<file path="config.mk">
export PLATFORM = sky130hd
export DESIGN_NAME = xs3_bcd_seq
export DESIGN_NICKNAME = d
export VERILOG_FILES = /design/src/rtl/xs3_bcd_seq.sv
export SDC_FILE = /design/constraint.sdc
export NUM_CORES = 1
export LEC_CHECK = 0
export BUFFER_PORTS_ARGS = -buffer_cell sky130_fd_sc_hd__buf_2
export CAP_MARGIN = 20
export CORE_AREA = 10 10 69 71
export CTS_BUF_LIST = sky130_fd_sc_hd__clkbuf_8
export DETAILED_ROUTE_END_ITERATION = 6
export DIE_AREA = 0 0 79 81
export HOLD_SLACK_MARGIN = 0.15
export PLACE_DENSITY = 0.84
export SYNTH_ARGS = -nofsm -noshare
export SYNTH_HDL_FRONTEND = slang
export SYNTH_SLANG_ARGS = --single-unit
</file>
<file path="constraint.sdc">
create_clock -name clk -period 4.95 [get_ports clk]
set_input_delay 0 -clock clk [delete_from_list [all_inputs] [get_ports clk]]
set_output_delay 0 -clock clk [all_outputs]
set_load 0.01 [all_outputs]
</file>
<file path="src/rtl/xs3_bcd_seq.sv">
// Sequenced Excess-3 to BCD converter: accepts a packed word, converts one digit
// per clock through a shared digit converter, and returns the packed BCD result.
module xs3_bcd_seq #(
   parameter int DIGITS = 4
) (
   input  logic                  clk,
   input  logic                  rst_n,
   input  logic                  in_valid,
   output logic                  in_ready,
   input  logic [4*DIGITS-1:0]   in_data,
   output logic                  out_valid,
   input  logic                  out_ready,
   output logic [4*DIGITS-1:0]   out_bcd,
   output logic [DIGITS-1:0]     out_err_mask,
   output logic                  out_err,
   output logic                  busy
);

   localparam int W  = 4 * DIGITS;
   localparam int IW = (DIGITS > 1) ? $clog2(DIGITS) : 1;
   localparam logic [IW-1:0] LAST_IDX = IW'(DIGITS - 1);

   typedef enum logic [1:0] {
      IDLE = 2'd0,
      CONV = 2'd1,
      DONE = 2'd2
   } state_t;

   state_t        state;
   state_t        state_nxt;
   logic [IW-1:0] idx;
   logic [W-1:0]  shift_q;
   logic [3:0]    dig_bcd;
   logic          dig_bad;

   // NOTE: sequential state uses non-blocking assignments so every register
   // samples the pre-edge values of its peers, independent of block order.
   always_ff @(posedge clk or negedge rst_n) begin
      if (!rst_n) state <= IDLE;
      else        state <= state_nxt;
   end

   // NOTE: every signal driven here gets a default first, so no path leaves a
   // value unassigned and no latch is inferred.
   always_comb begin
      state_nxt = state;
      in_ready  = 1'b0;
      out_valid = 1'b0;
      busy      = 1'b0;
      unique case (state)
         IDLE: begin
            in_ready = 1'b1;
            if (in_valid) state_nxt = CONV;
         end
         CONV: begin
            busy = 1'b1;
            if (idx == LAST_IDX) state_nxt = DONE;
         end
         DONE: begin
            busy      = 1'b1;
            out_valid = 1'b1;
            if (out_ready) state_nxt = IDLE;
         end
         default: state_nxt = IDLE;
      endcase
   end

   // Shared digit converter: always looks at the low nibble of the shift register.
   always_comb begin
      dig_bad = (shift_q[3:0] < 4'd3) || (shift_q[3:0] > 4'd12);
      dig_bcd = dig_bad ? 4'h0 : (shift_q[3:0] - 4'd3);
   end

   // NOTE: the datapath registers are few and small, so all of them are reset;
   // that makes the outputs well defined immediately after an aborted word.
   always_ff @(posedge clk or negedge rst_n) begin
      if (!rst_n) begin
         shift_q      <= '0;
         idx          <= '0;
         out_bcd      <= '0;
         out_err_mask <= '0;
      end else begin
         unique case (state)
            IDLE: begin
               if (in_valid) begin
                  shift_q      <= in_data;
                  idx          <= '0;
                  out_bcd      <= '0;
                  out_err_mask <= '0;
               end
            end
            CONV: begin
               shift_q <= shift_q >> 4;
               // Hold on the last digit instead of wrapping; accept reloads it.
               idx     <= (idx == LAST_IDX) ? idx : idx + 1'b1;
               for (int k = 0; k < DIGITS; k++) begin
                  if (idx == IW'(k)) begin
                     out_bcd[4*k +: 4] <= dig_bcd;
                     out_err_mask[k]   <= dig_bad;
                  end
               end
            end
            default: ;
         endcase
      end
   end

   assign out_err = |out_err_mask;

endmodule

</file>
Yosys cells after proc, flatten, opt, wreduce, memory -nomap -nowiden

Cells that the tools add are included.
W data, S select, Z words.

Output and inout bits: 24
Register bits after elaboration: 40
Input port bits: 20
Word-level logic and storage cells: 65

$lt $le $gt $ge: 2
Eq/ne operators: 12
Add/sub/neg operators: 2
Reductions and logical operators: 13
Multiplexer cells: 25

Operators with widths:

| kind                  | count |
|---|---|
| $pmux W16 S2          | 2 |
| $mux W16              | 2 |
| $mux W4               | 6 |
| $reduce_and A3 Y1     | 6 |
| $ne A2 B2 Y1 const B  | 7 |
| $mux W2               | 5 |
| $pmux W4 S2           | 1 |
| $mux W1               | 7 |
| $eq A2 B2 Y1 const B  | 3 |
| $pmux W2 S3           | 1 |
| $eq A2 B1 Y1 const B  | 2 |
| $gt A4 B4 Y1 const B  | 1 |
| $logic_not A2 Y1      | 2 |
| $lt A4 B2 Y1 const B  | 1 |
| $pmux W2 S2           | 1 |
| $reduce_or A4 Y1      | 1 |
| $sub A4 B2 Y4 const B | 1 |
| $add A2 B1 Y2 const B | 1 |
| $reduce_and A2 Y1     | 1 |
| $reduce_bool A2 Y1    | 1 |
| $reduce_or A2 Y1      | 1 |
| $logic_or A1 B1 Y1    | 1 |

Depth between registers and ports, before layout

Depth in word-level cells: 5
Gate-level depth with buffers: 8
Depth with buffers taken out: 6

Least setup slack after synthesis

No wires, ideal clock.

Path kind: flip-flop to flip-flop
Start point: register state[0]
End point: register out_bcd[12]
Path slack: 3.228 ns
Buffers on the path: 0
Arrival: 1.597 ns
Stages on the path, launching flop included: 6
Library setup time: 0.125 ns
Period minus slack after synthesis: 1.722 ns
Data required time: 4.825 ns
Cells stage by stage: dfrtp_1 inv_1 ha_1 mux2_2 nand2_1 mux2_2

Cells in the longest elaborated chain, start to end: 3
Elaborated cells between the ends (all ways): 7
Those cells by class: eq/ne (3); mux (1); reduce/logical (3)

RTL lines:

| element                                                      | RTL line | RTL |
|---|---|---|
| start, declared                                              | 29       | `state_t state;` |
| start signal, assigned                                       | 40       | `else state <= state_nxt;` |
| $eq A2 B1 Y1 or $logic_not A2 Y1 (tied branches)             | 83       | `unique case (state)` |
| $ne A2 B2 Y1 (no line) or $reduce_bool A2 Y1 (tied branches) | n/a      |  |
| $reduce_and A3 Y1 (no line)                                  | n/a      |  |
| end signal, assigned by index                                | 98       | `out_bcd[4*k +: 4] <= dig_bcd;` |
| end, declared                                                | 13       | `output logic [4*DIGITS-1:0] out_bcd,` |

Several ways; a longest one is shown, not always the timed one.
A chain may end at the register's enable or synchronous reset.

Final worst setup path

Start point: register state[1]
End point: register out_bcd[7]

The elaborated chain is that of the path after synthesis.

==> key figures <==
Cells and area
  – N_diodes: 0
  – Post-Route Utilization: a little under three quarters
  – Most frequent cells in the layout: 43 x buf_2, 40 x dfrtp_1, 32 x nand2_1
  – Fin nets: 286
  – Area Overhead vs Synth: 27.1%
  – Fin area: approximately 2500 um2
  – Commonest non-fill, non-tap cell in the layout: buf_2
  – Layout cells sized above 1: 24.9%

Clock tree
  – CTS tree: done
  – Clock-pin slew on the worst setup and hold paths: about 80 ps
  – CTS root buf: clkbuf_8
  – Number of H-tree levels: 2
  – TritonCTS Sinks: 40
  – Clock latency on the worst-skew pair: 290 ps
  – # resized after CTS: 0
  – Max Buffers Root-to-Sink: 2
  – Number of buffers created by CTS: 5

STA
  – Final Hold Fails: 0
  – Worst slew margin: a little over two fifths
  – Slew Limit Fails: 0
  – Max Fclk: around 370 MHz
  – Final hold slack: approximately 360 ps
  – Unrepaired setup endpoints after global routing: no
  – Tcrit/Tclk final: a little over half
  – Worst-Margin Slew: roughly 900 ps
  – Setup TNS: 0 ps
  – Setup violations, final: 0
  – Final min period: approximately 2700 ps
  – Setup Skew: between 4 and 5 ps

Yosys
  – Cell Area, Synth: between 1500 and 2000 um2
  – Syn. warnings: 0
  – Netlist cell types: 29
  – XOR/XNOR Fraction of Synth Area: 0%
  – Cell count after synthesis: about 200
  – Largest family of logic cells by synthesized area: simple AND/OR/NAND/NOR gates
  – Net Count, Synth: 225
  – Mux share of post-synthesis cell area: a little under an eighth
  – Mean Syn Cell Area: about 10 um2
  – #FFs+latches synth: 40
  – Post-synthesis adder-cell area fraction: about 6.4%
  – Compound-gate portion of the synthesized area: 13.0%
  – Synth Area in Simple Gates: between 10% and 20%
  – Sequential element share of the synthesized area: 50.8%

GRT
  – First-pass GRT wire length: slightly above 8000 um
  – GRT Overall Usage: between 10% and 20%
  – Initial antenna violation count: 0
  – Vias in the first global route: around 1700
  – Remaining Overflow, GRT: 0
  – Pin count of the biggest net entering global routing: 41

Flow run
  – Max Cap Viol: 0

Power and ir drop
  – Seq pwr share: a little over a third
  – Clock network fraction of total power: around 17%
  – Total Power: 1.54 mW
  – Sw power: 0.642 mW
  – Sw frac: 41.6%
  – VDD IR max: roughly 0.35 mV
  – Internal: between 0.8 and 0.9 mW
  – P_leak: ~1.3 nW
  – Cell Pwr Density: 616 nW/um2
  – Gate power share: between 40% and 50%

Detailed routing
  – Routed len/inst: approximately 16 um
  – Total wire length: a little under 5000 um
  – Pre-antenna DRT Iters: 4
  – Post-DRT Antenna Nets: 0
  – Initial DRC Count: between 100 and 150
  – DRC: 0
  – Avg Vias per Cell: between 5 and 6
  – Via count: approximately 1600

Placed design
  – Area after DPL: approximately 2200 um2
  – Port Buffers: 43
  – GPL Wtd Cong: 0.783
  – DPL Wire Length: between 3000 and 4000 um

Setup path
  – Critical path data required time: roughly 5000 ps
  – Max FO, Critical Path: 21
  – Setup crit start kind: flip-flop
  – CP Capture Type: flip-flop
  – Critical path class: flip-flop to flip-flop
  – Arrival time worst endpoint: approximately 2900 ps

Floorplanning
  – Core footprint: roughly 3500 um2
  – Die ar.: between 6000 and 7000 um2
  – Initial core utilization: 55.9%
  – Boundary Pins: 44
  – Die width: 79 um
  – Die Y: approximately 81 um
  – FP Rows: 22

Min path
  – Worst Hold Class: input port to async pin

Run status
  – Status: finished, final reports clean
-- sequential cells by signal (all words and copies together) (netlist names) --
register,flops
out_bcd,16
shift_q,16
idx,2
out_err_mask,4
state,2
-- stage by stage --
step / setup WS (ps) / cells
finish: 2250 / 305
global route: 1980 / 305
CTS: 2260 / 305
detailed placement: 2300 / 278
global placement: 2390 / 278
floorplan: 3230 / 195
-- synthesized netlist by cell type --
master | number | area [um2]
o211ai_1 | 1 | 7.51
or4_1 | 1 | 7.51
mux2_2 | 10 | 113
mux2i_1 | 12 | 120
o31ai_1 | 4 | 30.0
nand2b_1 | 2 | 12.5
and2_4 | 1 | 8.76
a21oi_1 | 17 | 85.1
nor3_1 | 1 | 5.00
clkbuf_1 | 1 | 3.75
or3_1 | 1 | 6.26
and4bb_2 | 1 | 12.5
o21a_1 | 3 | 22.5
ha_1 | 10 | 125
nand2_1 | 32 | 120
and3_4 | 1 | 11.3
nor2_1 | 14 | 52.6
buf_4 | 2 | 15.0
a21o_1 | 1 | 7.51
nor2b_1 | 2 | 12.5
nand3_1 | 3 | 15.0
dfrtp_1 | 40 | 1000
a22oi_1 | 2 | 15.0
buf_2 | 5 | 25.0
and2_1 | 1 | 6.26
o21ai_0 | 15 | 75.1
nand3b_1 | 1 | 7.51
o22ai_1 | 2 | 12.5
inv_1 | 9 | 33.8
-- final cells by class --
type / instances / area [um2]
fill: 263 / 1020
sequential: 40 / 1000
multi-input combinational: 138 / 891
timing repair buffer: 62 / 405
clock buffer: 5 / 68.8
tap: 48 / 60.1
clock inverter: 3 / 42.5
inverter: 9 / 33.8
-- power by group through the flow --
| stage | Sequential [mW] | Combinational [mW] | Clock, mW |
|---|---|---|---|
| after floorplan | 0.542 | 0.527 | 0 |
| after global placement | 0.535 | 0.682 | 0 |
| after detailed placement | 0.544 | 0.706 | 0 |
| after CTS | 0.539 | 0.728 | 0.265 |
| after global routing | 0.556 | 0.824 | 0.282 |
| final | 0.540 | 0.737 | 0.264 |
-- worst max-delay path, cell delays in order (launching register included) --
cell and delay [ps]:
dfrtp_1 400, inv_1 110, ha_1 740, inv_1 560
o21ai_0 590, nand2_1 120, o31ai_1 80
-- what timing repair did --
action / 4_1_cts / 5_1_grt
endpoints found under the hold margin: 58 / 0
hold buffers: 19 / 0
buffers inserted: 0 / 0
-- metal layers --
metal  part of all wire (%)  vias up  track usage (%)
met5                      0        -                0
met4                    1.3        0             5.38
met3                    5.9        6             4.97
met2                     52       64             27.2
met1                     41      790             18.4
li1                       -      786                -
-- final timing paths --
kind                              from          end  slack [ps]  depth (start not counted)
setup / recovery              state[1]   out_bcd[7]        2250                          6
hold / removal                   rst_n   out_bcd[8]         360                          2
setup reg to reg              state[1]   out_bcd[7]        2250                          6
hold reg to reg            out_bcd[13]  out_bcd[13]         480                          2
max in group asynchronous        rst_n  shift_q[12]        4040                          2
min in group clk           out_bcd[13]  out_bcd[13]         480                          2
-- kinds of logic (layout without fill, tap and decap cells) --
kind of cell    count (synthesis)  after routing
mux                            22             22
compound gates                 45             45
fa+ha+maj                      10             10
flops                          40             40
simple gates                   61             61
buf+inv                        17             79
No activity file was read; power rests on OpenSTA's default activity.
